[config.mk]
export PLATFORM = sky130hd
export DESIGN_NAME = combat_scheduler
export DESIGN_NICKNAME = d
export VERILOG_FILES = /design/src/rtl/combat_scheduler.sv
export SDC_FILE = /design/constraint.sdc
export NUM_CORES = 1
export LEC_CHECK = 0
export ABC_CLOCK_PERIOD_IN_PS = 3290
export BUFFER_PORTS_ARGS = -buffer_cell sky130_fd_sc_hd__buf_2
export CORE_ASPECT_RATIO = 0.8
export CORE_MARGIN = 8
export CORE_UTILIZATION = 52
export DETAILED_ROUTE_END_ITERATION = 10
export GPL_ROUTABILITY_DRIVEN = 0
export HOLD_SLACK_MARGIN = 0.06
export PLACE_DENSITY = 0.71
export SLEW_MARGIN = 20
export SYNTH_ARGS = -nofsm -noshare
export SYNTH_HDL_FRONTEND = slang
export SYNTH_SLANG_ARGS = --single-unit
[constraint.sdc]
create_clock -name clk -period 3.29 [get_ports clk]
set_input_delay 0.329 -clock clk [delete_from_list [all_inputs] [get_ports clk]]
set_output_delay 0.329 -clock clk [all_outputs]
set_load 0.01 [all_outputs]
[src/rtl/combat_scheduler.sv]
`default_nettype none
// ============================================================================
// Module   : combat_scheduler
// Brief    : Fighting-round sequencer; arbitrates player attacks against CPU
//            attack slots and owns both health registers. Optional round
//            timer enabled by defining ROUND_TIMER_EN.
// Revision : 1.0 - initial release
// ============================================================================
module combat_scheduler #(
    parameter int START_HEALTH = 100,
    parameter int CPU_PERIOD   = 10_000_000,
    parameter int P1_COOLDOWN  = 2_500_000,
    parameter int TICK_CYCLES  = 10_000_000,
    parameter int ROUND_SECS   = 99
) (
    input  logic       clk,
    input  logic       reset,
    input  logic       start,
    input  logic       p1_req,
    input  logic [3:0] p1_type,
    input  logic [1:0] p1_roll,
    input  logic [1:0] cpu_roll,
    output logic       p1_grant,
    output logic       cpu_isAttacking,
    output logic [7:0] p1_health_out,
    output logic [7:0] cpu_health_out,
    output logic       game_over,
    output logic [1:0] winner,
    output logic [6:0] round_time
);
    localparam int c_CPU_W  = (CPU_PERIOD > 1) ? $clog2(CPU_PERIOD) : 1;
    localparam int c_COOL_W = (P1_COOLDOWN > 0) ? $clog2(P1_COOLDOWN + 1) : 1;
    localparam logic [7:0]          c_START    = 8'(START_HEALTH);
    localparam logic [c_CPU_W-1:0]  c_CPU_LAST = c_CPU_W'(CPU_PERIOD - 1);
    localparam logic [c_COOL_W-1:0] c_COOL     = c_COOL_W'(P1_COOLDOWN);
    localparam logic [3:0] c_LIGHT = 4'b0001;
    localparam logic [3:0] c_HEAVY = 4'b0010;
    localparam logic [1:0] c_CRIT  = 2'b01;
    localparam logic [1:0] c_NORM  = 2'b10;

    typedef enum logic [1:0] {
        S_IDLE  = 2'd0,
        S_FIGHT = 2'd1,
        S_KO    = 2'd2
    } state_t;

    state_t              r_state;
    state_t              w_state_nxt;
    logic [7:0]          r_p1_health;
    logic [7:0]          r_cpu_health;
    logic [c_CPU_W-1:0]  r_cpu_cnt;
    logic [c_COOL_W-1:0] r_cool_cnt;
    logic                r_cpu_pend;
    logic                r_p1_grant;
    logic                r_cpu_att;
    logic [1:0]          r_winner;

    logic       w_fight, w_ko, w_active, w_start_round, w_wrap;
    logic       w_p1_go, w_cpu_go, w_cpu_hit, w_expire;
    logic [7:0] w_dmg_to_cpu, w_dmg_to_p1;
    logic [7:0] w_p1_health_nxt, w_cpu_health_nxt;

    function automatic logic [7:0] f_sat_sub(input logic [7:0] h, input logic [7:0] d);
        return (h > d) ? h - d : 8'd0;
    endfunction

    assign w_fight       = (r_state == S_FIGHT);
    // A zero health seen in FIGHT ends the round before any further event applies.
    assign w_ko          = w_fight && ((r_p1_health == 8'd0) || (r_cpu_health == 8'd0));
    assign w_active      = w_fight && !w_ko;
    assign w_start_round = start && (r_state != S_FIGHT);
    assign w_wrap        = w_active && (r_cpu_cnt == c_CPU_LAST);
    assign w_p1_go       = w_active && p1_req && (r_cool_cnt == '0) &&
                           ((p1_type == c_LIGHT) || (p1_type == c_HEAVY));
    assign w_cpu_go      = w_active && !w_p1_go && r_cpu_pend;
    assign w_cpu_hit     = w_cpu_go && ((cpu_roll == c_CRIT) || (cpu_roll == c_NORM));

    always_comb begin
        w_dmg_to_cpu = 8'd0;
        w_dmg_to_p1  = 8'd0;
        if (p1_roll == c_CRIT) begin
            w_dmg_to_cpu = (p1_type == c_HEAVY) ? 8'd4 : 8'd2;
        end else if (p1_roll == c_NORM) begin
            w_dmg_to_cpu = (p1_type == c_HEAVY) ? 8'd2 : 8'd1;
        end
        if (cpu_roll == c_CRIT) begin
            w_dmg_to_p1 = 8'd6;
        end else if (cpu_roll == c_NORM) begin
            w_dmg_to_p1 = 8'd5;
        end
    end

    assign w_cpu_health_nxt = w_p1_go  ? f_sat_sub(r_cpu_health, w_dmg_to_cpu) : r_cpu_health;
    assign w_p1_health_nxt  = w_cpu_go ? f_sat_sub(r_p1_health, w_dmg_to_p1)   : r_p1_health;

`ifdef ROUND_TIMER_EN
    localparam int c_TICK_W = (TICK_CYCLES > 1) ? $clog2(TICK_CYCLES) : 1;
    localparam logic [c_TICK_W-1:0] c_TICK_LAST = c_TICK_W'(TICK_CYCLES - 1);
    localparam logic [6:0]          c_SECS      = 7'(ROUND_SECS);

    logic [c_TICK_W-1:0] r_tick_cnt;
    logic [6:0]          r_round_time;
    logic                w_tick;

    assign w_tick   = w_active && (r_tick_cnt == c_TICK_LAST) && (r_round_time != 7'd0);
    assign w_expire = w_tick && (r_round_time == 7'd1);

    always_ff @(posedge clk or negedge reset) begin
        if (!reset) begin
            r_tick_cnt   <= '0;
            r_round_time <= 7'd0;
        end else if (w_start_round) begin
            r_tick_cnt   <= '0;
            r_round_time <= c_SECS;
        end else if (w_tick) begin
            r_tick_cnt   <= '0;
            r_round_time <= r_round_time - 7'd1;
        end else if (w_active) begin
            r_tick_cnt   <= r_tick_cnt + 1'b1;
        end
    end

    assign round_time = r_round_time;
`else
    assign w_expire   = 1'b0;
    assign round_time = 7'd0;
`endif

    always_ff @(posedge clk or negedge reset) begin
        if (!reset) begin
            r_state <= S_IDLE;
        end else begin
            r_state <= w_state_nxt;
        end
    end

    always_comb begin
        w_state_nxt = r_state;
        case (r_state)
            S_IDLE, S_KO: if (start)             w_state_nxt = S_FIGHT;
            S_FIGHT:      if (w_ko || w_expire)  w_state_nxt = S_KO;
            default:                             w_state_nxt = S_IDLE;
        endcase
    end

    always_ff @(posedge clk or negedge reset) begin
        if (!reset) begin
            r_p1_health  <= c_START;
            r_cpu_health <= c_START;
            r_cpu_cnt    <= '0;
            r_cool_cnt   <= '0;
            r_cpu_pend   <= 1'b0;
            r_p1_grant   <= 1'b0;
            r_cpu_att    <= 1'b0;
            r_winner     <= 2'b00;
        end else begin
            r_p1_grant <= w_p1_go;
            r_cpu_att  <= w_cpu_hit;
            if (w_start_round) begin
                r_p1_health  <= c_START;
                r_cpu_health <= c_START;
                r_cpu_cnt    <= '0;
                r_cool_cnt   <= '0;
                r_cpu_pend   <= 1'b0;
                r_winner     <= 2'b00;
            end else if (w_ko) begin
                r_cpu_pend <= 1'b0;
                r_winner   <= {r_p1_health == 8'd0, r_cpu_health == 8'd0};
            end else if (w_active) begin
                r_p1_health  <= w_p1_health_nxt;
                r_cpu_health <= w_cpu_health_nxt;
                r_cpu_cnt    <= w_wrap ? '0 : r_cpu_cnt + 1'b1;
                if (w_p1_go) begin
                    r_cool_cnt <= c_COOL;
                end else if (r_cool_cnt != '0) begin
                    r_cool_cnt <= r_cool_cnt - 1'b1;
                end
                // At most one slot pending; a held slot survives a new wrap unchanged.
                r_cpu_pend <= ((r_cpu_pend && !w_cpu_go) || w_wrap) && !w_expire;
                if (w_expire) begin
                    if (w_p1_health_nxt > w_cpu_health_nxt) begin
                        r_winner <= 2'b01;
                    end else if (w_cpu_health_nxt > w_p1_health_nxt) begin
                        r_winner <= 2'b10;
                    end else begin
                        r_winner <= 2'b11;
                    end
                end
            end
        end
    end

    assign p1_grant        = r_p1_grant;
    assign cpu_isAttacking = r_cpu_att;
    assign p1_health_out   = r_p1_health;
    assign cpu_health_out  = r_cpu_health;
    assign game_over       = (r_state == S_KO);
    assign winner          = r_winner;

endmodule
`default_nettype wire
==> results_dict.tcl <==
set metrics [dict create \
    crit_arrival_ns 3.06 \
    clock_latency_ns 0.35 \
    dr.pass1.iters 5 \
    n_antenna_cell 0 \
    synth_top_family_by_area "simple AND/OR/NAND/NOR gates" \
    wirelength_um 9820 \
    rows 29 \
    synth-adder-area-share_pct 4.33 \
    routedWlPerCell_um 16.2 \
    yosysUniqueCellTypes 59 \
    fin_crit_ns 2.80 \
    outcome "finished, final reports clean" \
    rsz0062_at_grt "false" \
    cts_root_buf "clkbuf_8" \
    fin_crit_sh_pct 85.1 \
    final_area_um2 4600 \
    hold_viol_final 0 \
    drive_gt1_share_pct 14.5 \
    worstSetupEndpointType "flip-flop" \
    muxShareOfSynthArea_pct 0.731 \
    setup_viol 0 \
    viasPerCell 6.00 \
    rrSetupSlack_ns 0.49 \
    synth_ff_type "dfrtp_1" \
    clock-sinks 69 \
    grt_max_degree 32 \
    vias 3631 \
    drt_iter0_markers 305 \
    place_area_um2 4370 \
    peakVddDrop_mv 0.240 \
    die_area_um2 11000 \
    synth_top_area_cell "dfrtp_1" \
    yosys.area_share.simple_pct 26.5 \
    worstMarginPinSlew_ns 1.07 \
    crit_type "reg -> reg" \
    start_util_pct 52.6 \
    post_cts.resized_instances 0 \
    cts_max_level 3 \
    clock.fmax_mhz 357 \
    core-area_um2 7800 \
    die_w_um 115 \
    postSynthCellCount 457 \
    cts_tree "yes" \
    cts_hold_buf 0 \
    dp_hpwl_um 6990 \
    cts_made_buffers 9 \
    synth_top_cell_area_share_pct 38.4 \
    grt_usage_pct 18.4 \
    grt_first_pass_wirelength_um 16300 \
    relSlewSlack_pct 28.4 \
    port_buffers 32 \
    start_kind "flip-flop" \
    grt_pass1_vias 3436 \
    avgSynthCellArea_um2 8.99 \
    antenna_found_initial 0 \
    ys.warnings.count 0 \
    nets 517 \
    area_growth_pct 11.9 \
    synth_compound_area_share_pct 15.6 \
    ant_nets 0 \
    powerDensity_nw_per_um2 634 \
    mostFrequentLayoutCell "dfrtp_1" \
    hold_path_class "in -> async" \
    cts_setup_buffers 0 \
    synth_edf_count 0 \
    final_core_util_pct 58.9 \
    setup_tns_ns 0 \
    fin_worst_skew_ns 0.00952 \
    pin_count 40 \
    p_leak_nw 2.07 \
    cp_max_fo 15 \
    finalMaxSlewViolations 0 \
    gr-total-overflow 0 \
    final_cell_mix "dfrtp_1, nor2_1, nand2_1" \
    clkTransAtPathRegs_ns 0.08 \
    reg2reg_depth 7 \
    yosysSeqAreaShare_pct 42.2 \
    synth_area_leaders "dfrtp_1, nor2_1, dfstp_2" \
    drv_cap 0 \
    async_flop_share_pct 100 \
    synthXorXnorAreaFrac_pct 5.76 \
    netlist_area_um2 4110 \
    synth_seq_cells 69 \
    clockBufferDepth 2 \
    die_h_um 95.5 \
    cp.required_ns 3.55 \
    drc_errors 0 \
]
critical path, cell delays in order, from the launching register on:
cell and delay, ns:
dfstp_2 0.56, nor4_1 0.06, buf_4 0.15, a21oi_2 0.24, nand2_1 0.36, nor2_1 0.93
nand4b_1 0.21, a21oi_1 0.21
where the power goes:
| part | internal, W | total, W | switching, W |
|---|---|---|---|
| registers | 0.00102 | 0.00123 | 0.000205 |
| logic | 0.000351 | 0.000897 | 0.000546 |
| clock network | 0.000466 | 0.000786 | 0.000320 |
| total | 0.00184 | 0.00291 | 0.00107 |
metal layers:
metal,part of all wire (%),global-route usage (%),vias up
li1,-,-,1729
met3,5.2,4.24,13
met5,0,0,-
met1,48,24.3,1777
met2,45,28.9,112
met4,1.5,6.43,0
Yosys cell counts (13+ instances only):
library cell	n
nor3_1	15
and3_1	13
a21oi_1	29
inv_1	18
nor4_1	15
o21ai_0	27
nor2_1	43
nand3_1	24
dfrtp_1	63
nand2_1	33
xor2_1	18
path summary, 6_finish.rpt:
path,from,end
setup reg to reg,cpu_health_out[6],r_cpu_cnt[12]
setup / recovery,cpu_health_out[6],r_cpu_cnt[12]
max in group asynchronous,reset,p1_health_out[2]
hold reg to reg,r_cool_cnt[21],r_cool_cnt[21]
hold / removal,reset,p1_health_out[1]
min in group clk,cpu_roll[1],cpu_isAttacking
per-stage QoR:
step / hold WS [ns] / instances / setup WS [ns] / total power, W
2_1_floorplan: 0.0334 / 463 / 0.551 / 0.00188
5_1_grt: 0.0823 / 605 / 0.318 / 0.00310
3_5_place_dp: 0.433 / 589 / 0.261 / 0.00212
3_3_place_gp: 0.422 / 589 / 0.331 / 0.00209
6_report: 0.0408 / 605 / 0.490 / 0.00291
4_1_cts: 0.0602 / 605 / 0.568 / 0.00291
cells by family (layout without fill, tap and decap cells):
logic type | count (synthesis) | in the layout
simple gates | 201 | 201
compound gates | 101 | 101
flops | 69 | 69
buf+inv | 42 | 76
xor+xnor | 27 | 27
fa+ha+maj | 13 | 13
mux | 3 | 3
other cells | 1 | 7
area by class of cell:
type | instances | area [um^2]
Multi-Input combinational cell | 352 | 2200
Timing Repair Buffer | 42 | 235
Tap cell | 108 | 135
Clock inverter | 4 | 70.1
Inverter | 18 | 67.6
Clock buffer | 12 | 155
Fill cell | 709 | 3200
Sequential cell | 69 | 1730
flip-flops by register name (all words and copies together) (netlist names):
register / cells
cpu_health_out: 8
cpu_isAttacking: 1
p1_grant: 1
p1_health_out: 8
r_cool_cnt: 22
r_cpu_cnt: 24
r_cpu_pend: 1
r_state: 2
winner: 2
Power figures use the tool's default switching activity.
